**src/rtl/mul_pkg.sv**
```systemverilog
// Shared encodings for the iterative multiplier: operation selects and FSM states.
package mul_pkg;

    localparam logic [1:0] MUL_OP   = 2'b00;
    localparam logic [1:0] MLA_OP   = 2'b01;
    localparam logic [1:0] UMULL_OP = 2'b10;
    localparam logic [1:0] SMULL_OP = 2'b11;

    typedef enum logic [1:0] {
        ST_IDLE = 2'b00,
        ST_CALC = 2'b01,
        ST_FIX  = 2'b10,
        ST_DONE = 2'b11
    } mul_state_e;

    // Long multiplies (UMULL/SMULL) produce a 2*WIDTH result.
    function automatic logic is_long_op(input logic [1:0] op);
        return op[1];
    endfunction

endpackage

```
**src/rtl/flopenr.sv**
```systemverilog
// Resettable flop with enable: synchronous active-high reset clears, en loads d.
module flopenr #(
    parameter int WIDTH = 8
) (
    input  logic             clk,
    input  logic             reset,
    input  logic             en,
    input  logic [WIDTH-1:0] d,
    output logic [WIDTH-1:0] q
);

    // Register with clear-over-load priority.
    always_ff @(posedge clk) begin
        if (reset)   q <= '0;
        else if (en) q <= d;
    end

endmodule

```
**src/rtl/mul_ctrl.sv**
```systemverilog
// Multiplier sequencer: IDLE/CALC/FIX/DONE FSM, step counter, pipeline stall and Done.
module mul_ctrl
    import mul_pkg::*;
#(
    parameter int WIDTH = 32
) (
    input  logic clk,
    input  logic reset,
    input  logic StartE,
    input  logic FlushE,
    output logic StallMul,
    output logic Done,
    output logic load_o,    // accept a start: load operands into the datapath
    output logic step_o,    // perform one shift-add step this cycle
    output logic res_en_o   // capture fixed-up results and flags
);

    localparam int CW = $clog2(WIDTH) + 1;

    mul_state_e    state_q, state_d;
    logic [CW-1:0] cnt_q, cnt_d;

    // State and step counter registers.
    always_ff @(posedge clk) begin
        if (reset) begin
            state_q <= ST_IDLE;
            cnt_q   <= '0;
        end else begin
            state_q <= state_d;
            cnt_q   <= cnt_d;
        end
    end

    // Next-state, counter and handshake decode.
    always_comb begin
        state_d  = state_q;
        cnt_d    = cnt_q;
        StallMul = 1'b0;
        Done     = 1'b0;
        load_o   = 1'b0;
        step_o   = 1'b0;
        res_en_o = 1'b0;
        unique case (state_q)
            ST_IDLE: begin
                if (StartE && !FlushE) begin
                    StallMul = 1'b1;
                    load_o   = 1'b1;
                    cnt_d    = '0;
                    state_d  = ST_CALC;
                end
            end
            ST_CALC: begin
                StallMul = 1'b1;
                if (FlushE) begin
                    state_d = ST_IDLE;
                end else begin
                    step_o = 1'b1;
                    cnt_d  = cnt_q + 1'b1;
                    if (cnt_q == CW'(WIDTH - 1)) state_d = ST_FIX;
                end
            end
            ST_FIX: begin
                StallMul = 1'b1;
                if (FlushE) begin
                    state_d = ST_IDLE;
                end else begin
                    res_en_o = 1'b1;
                    state_d  = ST_DONE;
                end
            end
            ST_DONE: begin
                // StartE here still belongs to the finishing instruction.
                Done    = 1'b1;
                state_d = ST_IDLE;
            end
            default: state_d = ST_IDLE;
        endcase
    end

endmodule

```
**src/rtl/mul_unit.sv**
```systemverilog
// Execute-stage iterative multiplier (MUL/MLA/UMULL/SMULL): radix-2 shift-add
// datapath, SMULL sign fix, MLA accumulate and NZCV flag generation.
module mul_unit
    import mul_pkg::*;
#(
    parameter int WIDTH = 32
) (
    input  logic             clk,
    input  logic             reset,
    input  logic             StartE,
    input  logic             FlushE,
    input  logic [1:0]       MulOpE,
    input  logic [WIDTH-1:0] SrcAE,
    input  logic [WIDTH-1:0] SrcBE,
    input  logic [WIDTH-1:0] SrcCE,
    output logic             StallMul,
    output logic             Done,
    output logic [WIDTH-1:0] ResultLo,
    output logic [WIDTH-1:0] ResultHi,
    output logic [3:0]       ALUFlags
);

    logic load, step, res_en;

    logic [2*WIDTH-1:0] mcand_q, mcand_d, acc_q, acc_d;
    logic [WIDTH-1:0]   mplier_q, mplier_d;
    logic               sign_q, sign_d;
    logic [1:0]         op_q, op_d;

    logic [WIDTH-1:0]   a_mag, b_mag;
    logic [2*WIDTH-1:0] prod;
    logic [WIDTH-1:0]   lo_d, hi_d;
    logic [3:0]         flags_d;
    logic               is_smull;

    mul_ctrl #(.WIDTH(WIDTH)) u_ctrl (
        .clk      (clk),
        .reset    (reset),
        .StartE   (StartE),
        .FlushE   (FlushE),
        .StallMul (StallMul),
        .Done     (Done),
        .load_o   (load),
        .step_o   (step),
        .res_en_o (res_en)
    );

    // Operand magnitudes: SMULL multiplies unsigned magnitudes and fixes the sign later.
    always_comb begin
        is_smull = (MulOpE == SMULL_OP);
        a_mag    = (is_smull && SrcAE[WIDTH-1]) ? -SrcAE : SrcAE;
        b_mag    = (is_smull && SrcBE[WIDTH-1]) ? -SrcBE : SrcBE;
    end

    // Shift-add next state: load on start, one conditional add and shift per step.
    always_comb begin
        mcand_d  = mcand_q;
        mplier_d = mplier_q;
        acc_d    = acc_q;
        sign_d   = sign_q;
        op_d     = op_q;
        if (load) begin
            mcand_d  = {{WIDTH{1'b0}}, a_mag};
            mplier_d = b_mag;
            acc_d    = '0;
            sign_d   = is_smull & (SrcAE[WIDTH-1] ^ SrcBE[WIDTH-1]);
            op_d     = MulOpE;
        end else if (step) begin
            if (mplier_q[0]) acc_d = acc_q + mcand_q;
            mcand_d  = mcand_q << 1;
            mplier_d = mplier_q >> 1;
        end
    end

    // Datapath registers.
    always_ff @(posedge clk) begin
        if (reset) begin
            mcand_q  <= '0;
            mplier_q <= '0;
            acc_q    <= '0;
            sign_q   <= 1'b0;
            op_q     <= '0;
        end else begin
            mcand_q  <= mcand_d;
            mplier_q <= mplier_d;
            acc_q    <= acc_d;
            sign_q   <= sign_d;
            op_q     <= op_d;
        end
    end

    // FIX-stage result shaping and flags; SrcCE is still held by the stall here.
    always_comb begin
        prod = sign_q ? -acc_q : acc_q;
        lo_d = prod[WIDTH-1:0];
        if (op_q == MLA_OP) lo_d = lo_d + SrcCE;
        hi_d = is_long_op(op_q) ? prod[2*WIDTH-1:WIDTH] : '0;
        flags_d[3] = is_long_op(op_q) ? hi_d[WIDTH-1] : lo_d[WIDTH-1];
        flags_d[2] = is_long_op(op_q) ? ~|{hi_d, lo_d} : ~|lo_d;
        flags_d[1] = 1'b0;
        flags_d[0] = 1'b0;
    end

    flopenr #(.WIDTH(WIDTH)) u_lo_reg (
        .clk(clk), .reset(reset), .en(res_en), .d(lo_d), .q(ResultLo)
    );

    flopenr #(.WIDTH(WIDTH)) u_hi_reg (
        .clk(clk), .reset(reset), .en(res_en), .d(hi_d), .q(ResultHi)
    );

    flopenr #(.WIDTH(4)) u_flag_reg (
        .clk(clk), .reset(reset), .en(res_en), .d(flags_d), .q(ALUFlags)
    );

endmodule
```
**config.mk**
```make
export PLATFORM = sky130hd
export DESIGN_NAME = mul_unit
export DESIGN_NICKNAME = d
export VERILOG_FILES = /design/src/rtl/mul_pkg.sv /design/src/rtl/flopenr.sv /design/src/rtl/mul_ctrl.sv /design/src/rtl/mul_unit.sv
export SDC_FILE = /design/constraint.sdc
export NUM_CORES = 1
export LEC_CHECK = 0
export CAP_MARGIN = 0
export CORE_UTILIZATION = 45
export DETAILED_ROUTE_END_ITERATION = 16
export PLACE_DENSITY_LB_ADDON = 0.15
export SKIP_CTS_REPAIR_TIMING = 1
export SYNTH_ARGS = -nofsm -noshare
export SYNTH_HDL_FRONTEND = slang
export SYNTH_SLANG_ARGS = --single-unit
export TNS_END_PERCENT = 20
```
**constraint.sdc**
```tcl
create_clock -name clk -period 4 [get_ports clk]
set_input_delay 0.8 -clock clk [delete_from_list [all_inputs] [get_ports clk]]
set_output_delay 0.8 -clock clk [all_outputs]
set_load 0.005 [all_outputs]
```
==> run_results.csv <==
group,metric,value,unit
outcome,status,"complete, but fails checks",
outcome,violations,"setup timing",
critical_path,r2r_slack,-0.29,ns
placement,hpwlAfterDp,45200,um
floorplanning,ios,172,
sta,clock_skew,0.0120,ns
power,pwr-share-seq,0.399,
final_layout,nets,2949,
sta,fmaxAchievable,233,MHz
global_routing,grt_pass1_wl,94200,um
drt,wire_per_inst,17.9,um
drt,ant_nets,0,
worst_hold_path,min_path_cells,2,
critical_path,cp.arrival,4.78,ns
floorplanning,std_cell_rows,72,
final_layout,register_area,4750,um2
power,clkPwrFrac,0.432,
yosys,muxShareOfSynthArea,0.0131,
sta,worst_pin_slew,0.815,ns
sta,setup-tns-final,-0.441,ns
yosys,ys_types,86,
floorplanning,dieArea,40400,um2
final_layout,fillerInstances,3657,
cts,clkLatencyLatePin,0.58,ns
flow_run,cap_violations,0,
sta,slew_headroom,0.456,
floorplanning,core_area,38800,um2
cts,tritoncts,"done",
yosys,synth_xor_area_frac,0.0910,
drt,first_pass_iters,5,
sta,period_minus_slack,4.29,ns
sta,rsz0062_at_grt,"true",
yosys,synth.most_common_cell,"nand2_1",
yosys,synth_adder_area_share,0.0803,
sta,setup_viol_count_final,3,
sta,fin_ws,-0.294,ns
placement,place.gp.congestion,0.961,
drt,vias,19000,
yosys,synth_top_family_by_area,"simple AND/OR/NAND/NOR gates",
floorplanning,die_h,201,um
floorplanning,start_util,0.458,
yosys,synth-edff-count,0,
yosys,ys_ff_latch,237,
yosys,synthSimpleGateAreaFrac,0.258,
yosys,synth_top_area_cell,"dfxtp_1",
critical_path,cp.required,4.49,ns
power,power_density,273,nW/um2
critical_path,cp-start-kind,"register",
yosys,synth_commonest_cells,"nand2_1 (449), a21oi_1 (250), nor2_1 (238)",
power,p_leak,9.29,nW
floorplanning,die_x,201,um
cts,cts.clk_slew.worst_paths,0.06,ns
yosys,synth_top_area_frac,0.267,
critical_path,end_kind,"register",
yosys,synth.top_cells.by_area,"dfxtp_1 (27%), nand2_1 (9.5%), ha_1 (7.8%)",
final_layout,syn2layout_area_growth,29.0,%
cts,htreeDepth,1,
cts,clockBufferDepth,3,
global_routing,grt_max_degree,129,
drt,drt-total-wl,58600,um
yosys,synth_compound_area_frac,0.249,
cts,cts_sinks,237,
power,power.share.switching,0.282,
critical_path,path_class,"reg2reg",
yosys,synth_ff_type,"dfxtp_1",
yosys,syn-mean-instance-area,7.29,um2
critical_path,critPathMaxFanout,7,
yosys,yosysWarnings,0,
power,p_switching,0.00177,W
sta,final.period_utilization,1.07,
sta,hold_viol,0,
sta,finalMaxSlewViolations,0,
sta,hold_ws,0.453,ns
drt,vias_per_cell,5.80,
power,p_int,0.00451,W
global_routing,grt_pass1_vias,17500,
drt,drt_iter0_markers,1173,
drt,drc,0,
yosys,synthesis.area,17800,um2
yosys,seq_area_frac_synth,0.267,
yosys,async_reset_ff_frac,0,
cts,cts_buffers,29,
final_layout,multi_input_area,12800,um2
yosys,netlist_instances,2442,
global_routing,overflow,0,
final_layout,drive_gt1_frac,0.146,
critical_path,reg2reg_depth,19,
power,peakVddDrop,0.260,mV
placement,port_buffers,169,
global_routing,grt.total_usage,0.284,
global_routing,antenna_found_initial,1,
cts,clockRootBuffer,"clkbuf_16",
power,combPwrFrac,0.169,
worst_hold_path,hold_path.class,"reg2reg",
worst paths after layout:
check                              start                      endpoint
min          u_hi_reg.q[18]$_SDFFE_PP0P_   u_hi_reg.q[18]$_SDFFE_PP0P_
min reg2reg  u_hi_reg.q[18]$_SDFFE_PP0P_   u_hi_reg.q[18]$_SDFFE_PP0P_
max                acc_q[0]$_SDFFE_PP0P_  u_flag_reg.q[2]$_SDFFE_PP0P_
max reg2reg        acc_q[0]$_SDFFE_PP0P_  u_flag_reg.q[2]$_SDFFE_PP0P_
layer usage:
layer | track usage | wire [um]
met1 | 0.411 | 27800
met2 | 0.440 | 25700
met3 | 0.0365 | 3910
met4 | 0.0744 | 1250
met5 | 0 | 0
worst max-delay path, cell delays in order, from the launching register on:
cell      delay, ns
dfxtp_1        0.31
buf_4          0.18
nor3_1         0.22
buf_4          0.18
nand2_4        0.06
buf_4          0.15
o21ai_0        0.21
xnor2_1        0.25
ha_1           0.33
and4_1         0.17
and2_1         0.15
o41a_1         0.36
a221oi_2       0.28
o21ai_1        0.11
xor2_1         0.15
mux2i_1        0.17
or4b_1         0.48
nor3_2         0.12
nand4_1        0.13
o31ai_2        0.19
power by group through the flow:
stage,registers [W],clock network [W],logic [W]
floorplan,0.00253,0,0.000610
global placement,0.00255,0,0.00100
detailed placement,0.00255,0,0.00102
CTS,0.00250,0.00276,0.00102
global route,0.00251,0.00285,0.00116
finish,0.00250,0.00271,0.00106
logic make-up (layout without fill, tap and decap cells):
| family | count (synthesis) | count (layout) |
|---|---|---|
| flops | 237 | 237 |
| mux | 23 | 23 |
| simple gates | 1008 | 1008 |
| compound gates | 683 | 683 |
| fa+ha+maj | 113 | 113 |
| xor+xnor | 185 | 185 |
| other cells | 1 | 3 |
| buf+inv | 192 | 504 |
flip-flops by register name, indices dropped and copies added, names as in the netlist:
name	flops
acc_q	64
mcand_q	64
mplier_q	32
op_q	2
sign_q	1
u_ctrl.cnt_q	6
u_ctrl.state_q	2
u_flag_reg.q	2
u_hi_reg.q	32
u_lo_reg.q	32
layout by cell type (no fill, tap or decap), drive strengths merged, types with 34 or more instances in the layout:
cell             n
o31ai           34
a21oi          250
ha             111
clkdlybuf4s50  168
a21o            45
o21ai          108
nor2           238
dfxtp          237
inv             40
clkbuf          41
nand4           37
xnor2          107
buf            245
a211oi          41
nand2          450
xor2            78
a311oi          65
nand3           55
nor3            68
final cells by class:
cell class / instances / share of cell area
diodes: 1 / 0.000109
clock buffers: 41 / 0.0357
clock inverters: 11 / 0.00697
inverters: 39 / 0.00637
multi-input cells: 2014 / 0.559
flip-flops and latches: 237 / 0.207
well taps: 518 / 0.0282
repair buffers: 413 / 0.157
stage by stage:
step / utilization / instances / total power (W) / instance area [um2] / setup slack (ns)
detailed placement: 0.553 / 3211 / 0.00357 / 21500 / -0.645
finish: 0.592 / 3274 / 0.00627 / 23000 / -0.294
floorplan: - / 2443 / 0.00314 / 17900 / 0.00716
global route: 0.591 / 3273 / 0.00652 / 23000 / -0.490
CTS: 0.578 / 3263 / 0.00628 / 22400 / -0.425
global placement: 0.553 / 3211 / 0.00355 / 21500 / -0.593
(Power assumes the default switching activity.)
